**config.mk**
```make
export PLATFORM = sky130hd
export DESIGN_NAME = serial_to_parallel_rx
export DESIGN_NICKNAME = d
export VERILOG_FILES = /design/src/rtl/serial_to_parallel_rx_pkg.sv /design/src/rtl/serial_to_parallel_rx_shift_in_reg.sv /design/src/rtl/serial_to_parallel_rx.sv
export SDC_FILE = /design/constraint.sdc
export NUM_CORES = 1
export LEC_CHECK = 0
export BUFFER_PORTS_ARGS = -buffer_cell sky130_fd_sc_hd__buf_2
export CORE_ASPECT_RATIO = 0.7
export CORE_MARGIN = 2
export CORE_UTILIZATION = 35
export DETAILED_ROUTE_END_ITERATION = 8
export PLACE_DENSITY_LB_ADDON = 0.08
export SLEW_MARGIN = 10
export SYNTH_ARGS = -nofsm -noshare
export SYNTH_HDL_FRONTEND = slang
export SYNTH_SLANG_ARGS = --single-unit
```
**constraint.sdc**
```tcl
create_clock -name clk -period 3.5 [get_ports clk]
set_input_delay 0.35 -clock clk [delete_from_list [all_inputs] [get_ports clk]]
set_output_delay 0.35 -clock clk [all_outputs]
set_load 0.02 [all_outputs]
```
**src/rtl/serial_to_parallel_rx_pkg.sv**
```systemverilog
// Shared definitions for the serial-to-parallel receiver: FSM state encoding.
package serial_to_parallel_rx_pkg;

    // 2-bit state encoding; S_IDLE waits for a start bit, S_SHIFT collects
    // data bits, S_HOLD presents the finished word until it is acknowledged.
    typedef enum logic [1:0] {
        S_IDLE  = 2'd0,
        S_SHIFT = 2'd1,
        S_HOLD  = 2'd2
    } state_t;

endpackage : serial_to_parallel_rx_pkg

```
**src/rtl/serial_to_parallel_rx_shift_in_reg.sv**
```systemverilog
// Left-shift register: new bits enter at q[0] and move towards q[WIDTH-1].
module shift_in_reg #(
    parameter int WIDTH = 5
) (
    input  logic             clk,
    input  logic             clear,
    input  logic             en,
    input  logic             d,
    output logic [WIDTH-1:0] q
);

    // Shift one bit in on every enabled cycle; clear==0 empties the register.
    always_ff @(posedge clk) begin
        // NOTE: registers are always written with <= so every flop samples
        // the pre-edge values of its neighbours, exactly like the hardware.
        if (!clear) begin
            q <= '0;
        end else if (en) begin
            q <= {q[WIDTH-2:0], d};
        end
    end

endmodule : shift_in_reg

```
**src/rtl/serial_to_parallel_rx.sv**
```systemverilog
// Serial-in / parallel-out receiver. A frame is one start bit (sin==1)
// followed by WIDTH data bits, MSB first, each sampled on a bit_en strobe.
// The finished word is held with valid until ack; a start bit arriving while
// a word is still unacknowledged sets the sticky overrun flag.
module serial_to_parallel_rx
    import serial_to_parallel_rx_pkg::*;
#(
    parameter int WIDTH = 5
) (
    input  logic             clk,
    input  logic             clear,
    input  logic             sin,
    input  logic             bit_en,
    input  logic             ack,
    output logic [WIDTH-1:0] data,
    output logic             valid,
    output logic             busy,
    output logic             overrun
);

    localparam int              CW       = $clog2(WIDTH);
    localparam logic [CW-1:0]   LAST_BIT = CW'(WIDTH - 1);

    state_t             state;
    state_t             state_nxt;
    logic [CW-1:0]      count;
    logic [WIDTH-1:0]   sreg;
    logic [WIDTH-1:0]   word_nxt;
    logic               start_seen;
    logic               shift_en;
    logic               start_frame;
    logic               load_word;
    logic               clr_valid;
    logic               set_overrun;

    assign start_seen = bit_en && sin;
    assign shift_en   = (state == S_SHIFT) && bit_en;

    // The word as it stands once the bit on sin has been shifted in; the
    // oldest register bit falls off the top.
    assign word_nxt = WIDTH'({sreg, sin});

    shift_in_reg #(
        .WIDTH (WIDTH)
    ) u_shift_in_reg (
        .clk   (clk),
        .clear (clear),
        .en    (shift_en),
        .d     (sin),
        .q     (sreg)
    );

    // State register.
    always_ff @(posedge clk) begin
        if (!clear) begin
            state <= S_IDLE;
        end else begin
            state <= state_nxt;
        end
    end

    // Next-state decode and per-cycle control strobes.
    always_comb begin
        // NOTE: every output of this block gets a default first, so no path
        // through the case leaves one unassigned and no latch is inferred.
        state_nxt   = state;
        start_frame = 1'b0;
        load_word   = 1'b0;
        clr_valid   = 1'b0;
        set_overrun = 1'b0;
        busy        = 1'b0;
        case (state)
            S_IDLE: begin
                if (start_seen) begin
                    state_nxt   = S_SHIFT;
                    start_frame = 1'b1;
                end
            end
            S_SHIFT: begin
                busy = 1'b1;
                if (bit_en && (count == LAST_BIT)) begin
                    state_nxt = S_HOLD;
                    load_word = 1'b1;
                end
            end
            S_HOLD: begin
                if (ack) begin
                    clr_valid = 1'b1;
                    // A start bit coinciding with ack begins the next frame.
                    if (start_seen) begin
                        state_nxt   = S_SHIFT;
                        start_frame = 1'b1;
                    end else begin
                        state_nxt = S_IDLE;
                    end
                end else if (start_seen) begin
                    // Unacknowledged word: the new frame is lost.
                    set_overrun = 1'b1;
                end
            end
            default: begin
                state_nxt = S_IDLE;
            end
        endcase
    end

    // Data-bit counter: reloaded on each start bit, wraps after the last bit.
    always_ff @(posedge clk) begin
        if (!clear) begin
            count <= '0;
        end else if (start_frame) begin
            count <= '0;
        end else if (shift_en) begin
            count <= (count == LAST_BIT) ? '0 : count + 1'b1;
        end
    end

    // Output word and handshake: captured on the last data bit, released by ack.
    always_ff @(posedge clk) begin
        if (!clear) begin
            data  <= '0;
            valid <= 1'b0;
        end else if (load_word) begin
            data  <= word_nxt;
            valid <= 1'b1;
        end else if (clr_valid) begin
            valid <= 1'b0;
        end
    end

    // Sticky overrun flag; only reset clears it.
    always_ff @(posedge clk) begin
        if (!clear) begin
            overrun <= 1'b0;
        end else if (set_overrun) begin
            overrun <= 1'b1;
        end
    end

endmodule : serial_to_parallel_rx

```
==> impl_metrics.tcl <==
set metrics [dict create \
    status "finished clean" \
    io_pins 13 \
    cts.reportedPaths.clkPinSlew_ns 0.08 \
    dr.max_layer_used "met4" \
    htreeDepth 1 \
    multi_input_area_um2 325 \
    cp_max_fo 10 \
    gp_congestion 0.803 \
    cts.repair.resized 0 \
    wl_per_cell_um 11.7 \
    grt_usage_pct 13.1 \
    ys_seq_area_share_pct 47.3 \
    ys_ff_latch 16 \
    cts_sinks 16 \
    min_period_over_period_pct 46.9 \
    fin_skew_ns 0.00234 \
    seq_area_um2 320 \
    cts_root_buffer "clkbuf_4" \
    startpoint_type "flip-flop" \
    vias_per_cell 5.12 \
    core_mm2 0.00184 \
    grt_pass1_vias 498 \
    synth_compound_area_share_pct 16.5 \
    synth.net_count 85 \
    synth_xor_area_share_pct 1.29 \
    drcViolationCount 0 \
    synth_warnings 0 \
    power.density_mw_per_mm2 386 \
    worst_pin_slew_ns 0.396 \
    cts_hold_buf 0 \
    utilization_pct 41.9 \
    wl_met1_um 680 \
    drv_cap 0 \
    cts_tree "yes" \
    dieHeight_um 40.8 \
    first_pass_iters 4 \
    rsz0062_at_grt "false" \
    fin_crit_ns 1.64 \
    cp.arrival_ns 1.29 \
    wirelength_mm 1.31 \
    grt_overflow_total 0 \
    synth-adder-area-share_pct 3.70 \
    synth_top_family_by_area "simple AND/OR/NAND/NOR gates" \
    dr_wl_met3_um 104 \
    drt-initial-drc-count 17 \
    area_growth_pct 13.9 \
    nets 99 \
    start_util_pct 36.8 \
    grt_pass1_wl_mm 2.22 \
    drtAntennaViolNets 0 \
    synthDistinctLibCells 25 \
    die_w_um 56.6 \
    finalNonFillerCells 112 \
    avgSynthCellArea_um2 8.68 \
    slew_viol_final 0 \
    clk_latency_ns 0.27 \
    fillers 189 \
    netlist_top_cells_area "dfxtp_1, a21oi_1, nand3_1" \
    die_area_mm2 0.00231 \
    leakage_nw 0.325 \
    vdd_drop_max_mv 0.325 \
    synth_top_area_share_pct 47.3 \
    fmax_mhz 609 \
    hp-class "in -> reg" \
    vias 573 \
    dp.cells 109 \
    synth.cell_area_um2 677 \
    slew_headroom_pct 73.3 \
    setup_tns_ns 0 \
    numCtsBuffers 3 \
    critPathRequiredTime_ns 3.15 \
    synthSimpleGateAreaFrac_pct 23.7 \
    timing_worst_setup_path_type "reg -> out" \
    cts_setup_buffers 0 \
    wl_met2_um 514 \
    antenna_found_initial 0 \
    netlist_instances 78 \
    drive_gt1_share_pct 18.9 \
    hold_viol_final 0 \
    setup_violations 0 \
    worst_setup_path_end_kind "output port" \
    clock_path_buffers 2 \
    synthMuxAreaShare_pct 2.96 \
    std_cell_rows 13 \
    grt_max_degree 11 \
    diodes 0 \
    synth.largest_area_cell "dfxtp_1" \
    port_buffers 12 \
]
final timing paths:
kind / cells past startpoint / to / startpoint / slack, ns
max: 3 / busy / state[0]$_SDFFE_PN0P_ / 1.86
min reg2reg: 1 / overrun$_SDFFE_PN0P_ / overrun$_SDFFE_PN0P_ / 0.47
max reg2reg: 5 / state[0]$_SDFFE_PN0P_ / count[0]$_SDFFE_PP0P_ / 2.22
min: 2 / overrun$_SDFFE_PN0P_ / clear / 0.34
routing by layer:
metal / GRT usage [%] / vias to the layer above
li1: - / 297
met1: 17.5 / 255
met2: 19.8 / 19
met3: 5.99 / 2
met4: 1.79 / 0
met5: 0 / -
cell usage after synthesis (all sizes together):
library cell and instances:
dfxtp 16, and2 1, o21ai 8, inv 3, ha 2, and3 1
xnor2 1, nand2 5, nor3 2, nand3 9, nand2b 2, clkinv 1
nor2 5, or3b 1, nand3b 2, nor2b 1, a21oi 10, buf 1
o22ai 1, o21a 2, clkbuf 2, mux2i 2
area by class of cell:
class                           count  share of cell area (%)
Tap cell                           22                    3.57
Clock buffer                        3                    2.92
Timing Repair Buffer               12                    7.79
Sequential cell                    16                    41.6
Inverter                            4                    1.95
Multi-Input combinational cell     55                    42.2
power by group:
group,switching (mW),leakage [nW],internal [mW]
registers,0.00203,0.129,0.184
logic,0.0149,0.182,0.00737
clock network,0.0498,0.0138,0.0399
total,0.0667,0.325,0.231
flip-flops by register name, indices dropped and copies added (netlist names):
name              cells
state                 2
overrun               1
valid                 1
data                  5
count                 3
u_shift_in_reg.q      4
critical path, cell delays in order (launching register included):
cell	delay, ns
dfxtp_1	0.43
nand2b_1	0.21
inv_2	0.19
buf_2	0.19
stage by stage:
step | hold WS (ns) | instance area (µm²) | power (mW) | setup slack (ns)
detailed placement | 0.453 | 748 | 0.212 | 2.17
global placement | 0.449 | 748 | 0.212 | 2.19
finish | 0.341 | 771 | 0.298 | 1.86
global route | 0.331 | 771 | 0.315 | 1.77
floorplan | 0.437 | 677 | 0.206 | 2.28
CTS | 0.337 | 771 | 0.302 | 1.85
logic make-up (layout without fill, tap and decap cells):
logic type	Yosys count	in the layout
and+or+nand+nor	29	29
AOI/OAI and AO/OA	21	21
DFF	16	16
buffers and inverters	7	19
adders and majority gates	2	2
muxes	2	2
xor gates and xnor gates	1	1
placed cells by master (no fill, tap or decap), types with 2 or more instances in the layout:
cell type and instances:
nand2_1 5, o21a_1 2, ha_1 2, nand2b_1 2
o21ai_0 8, buf_2 12, clkbuf_4 3, dfxtp_1 16
mux2i_1 2, nor2_1 5, nand3_1 9, inv_1 2
nor3_1 2, a21oi_1 10
Power figures use the tool's default switching activity.
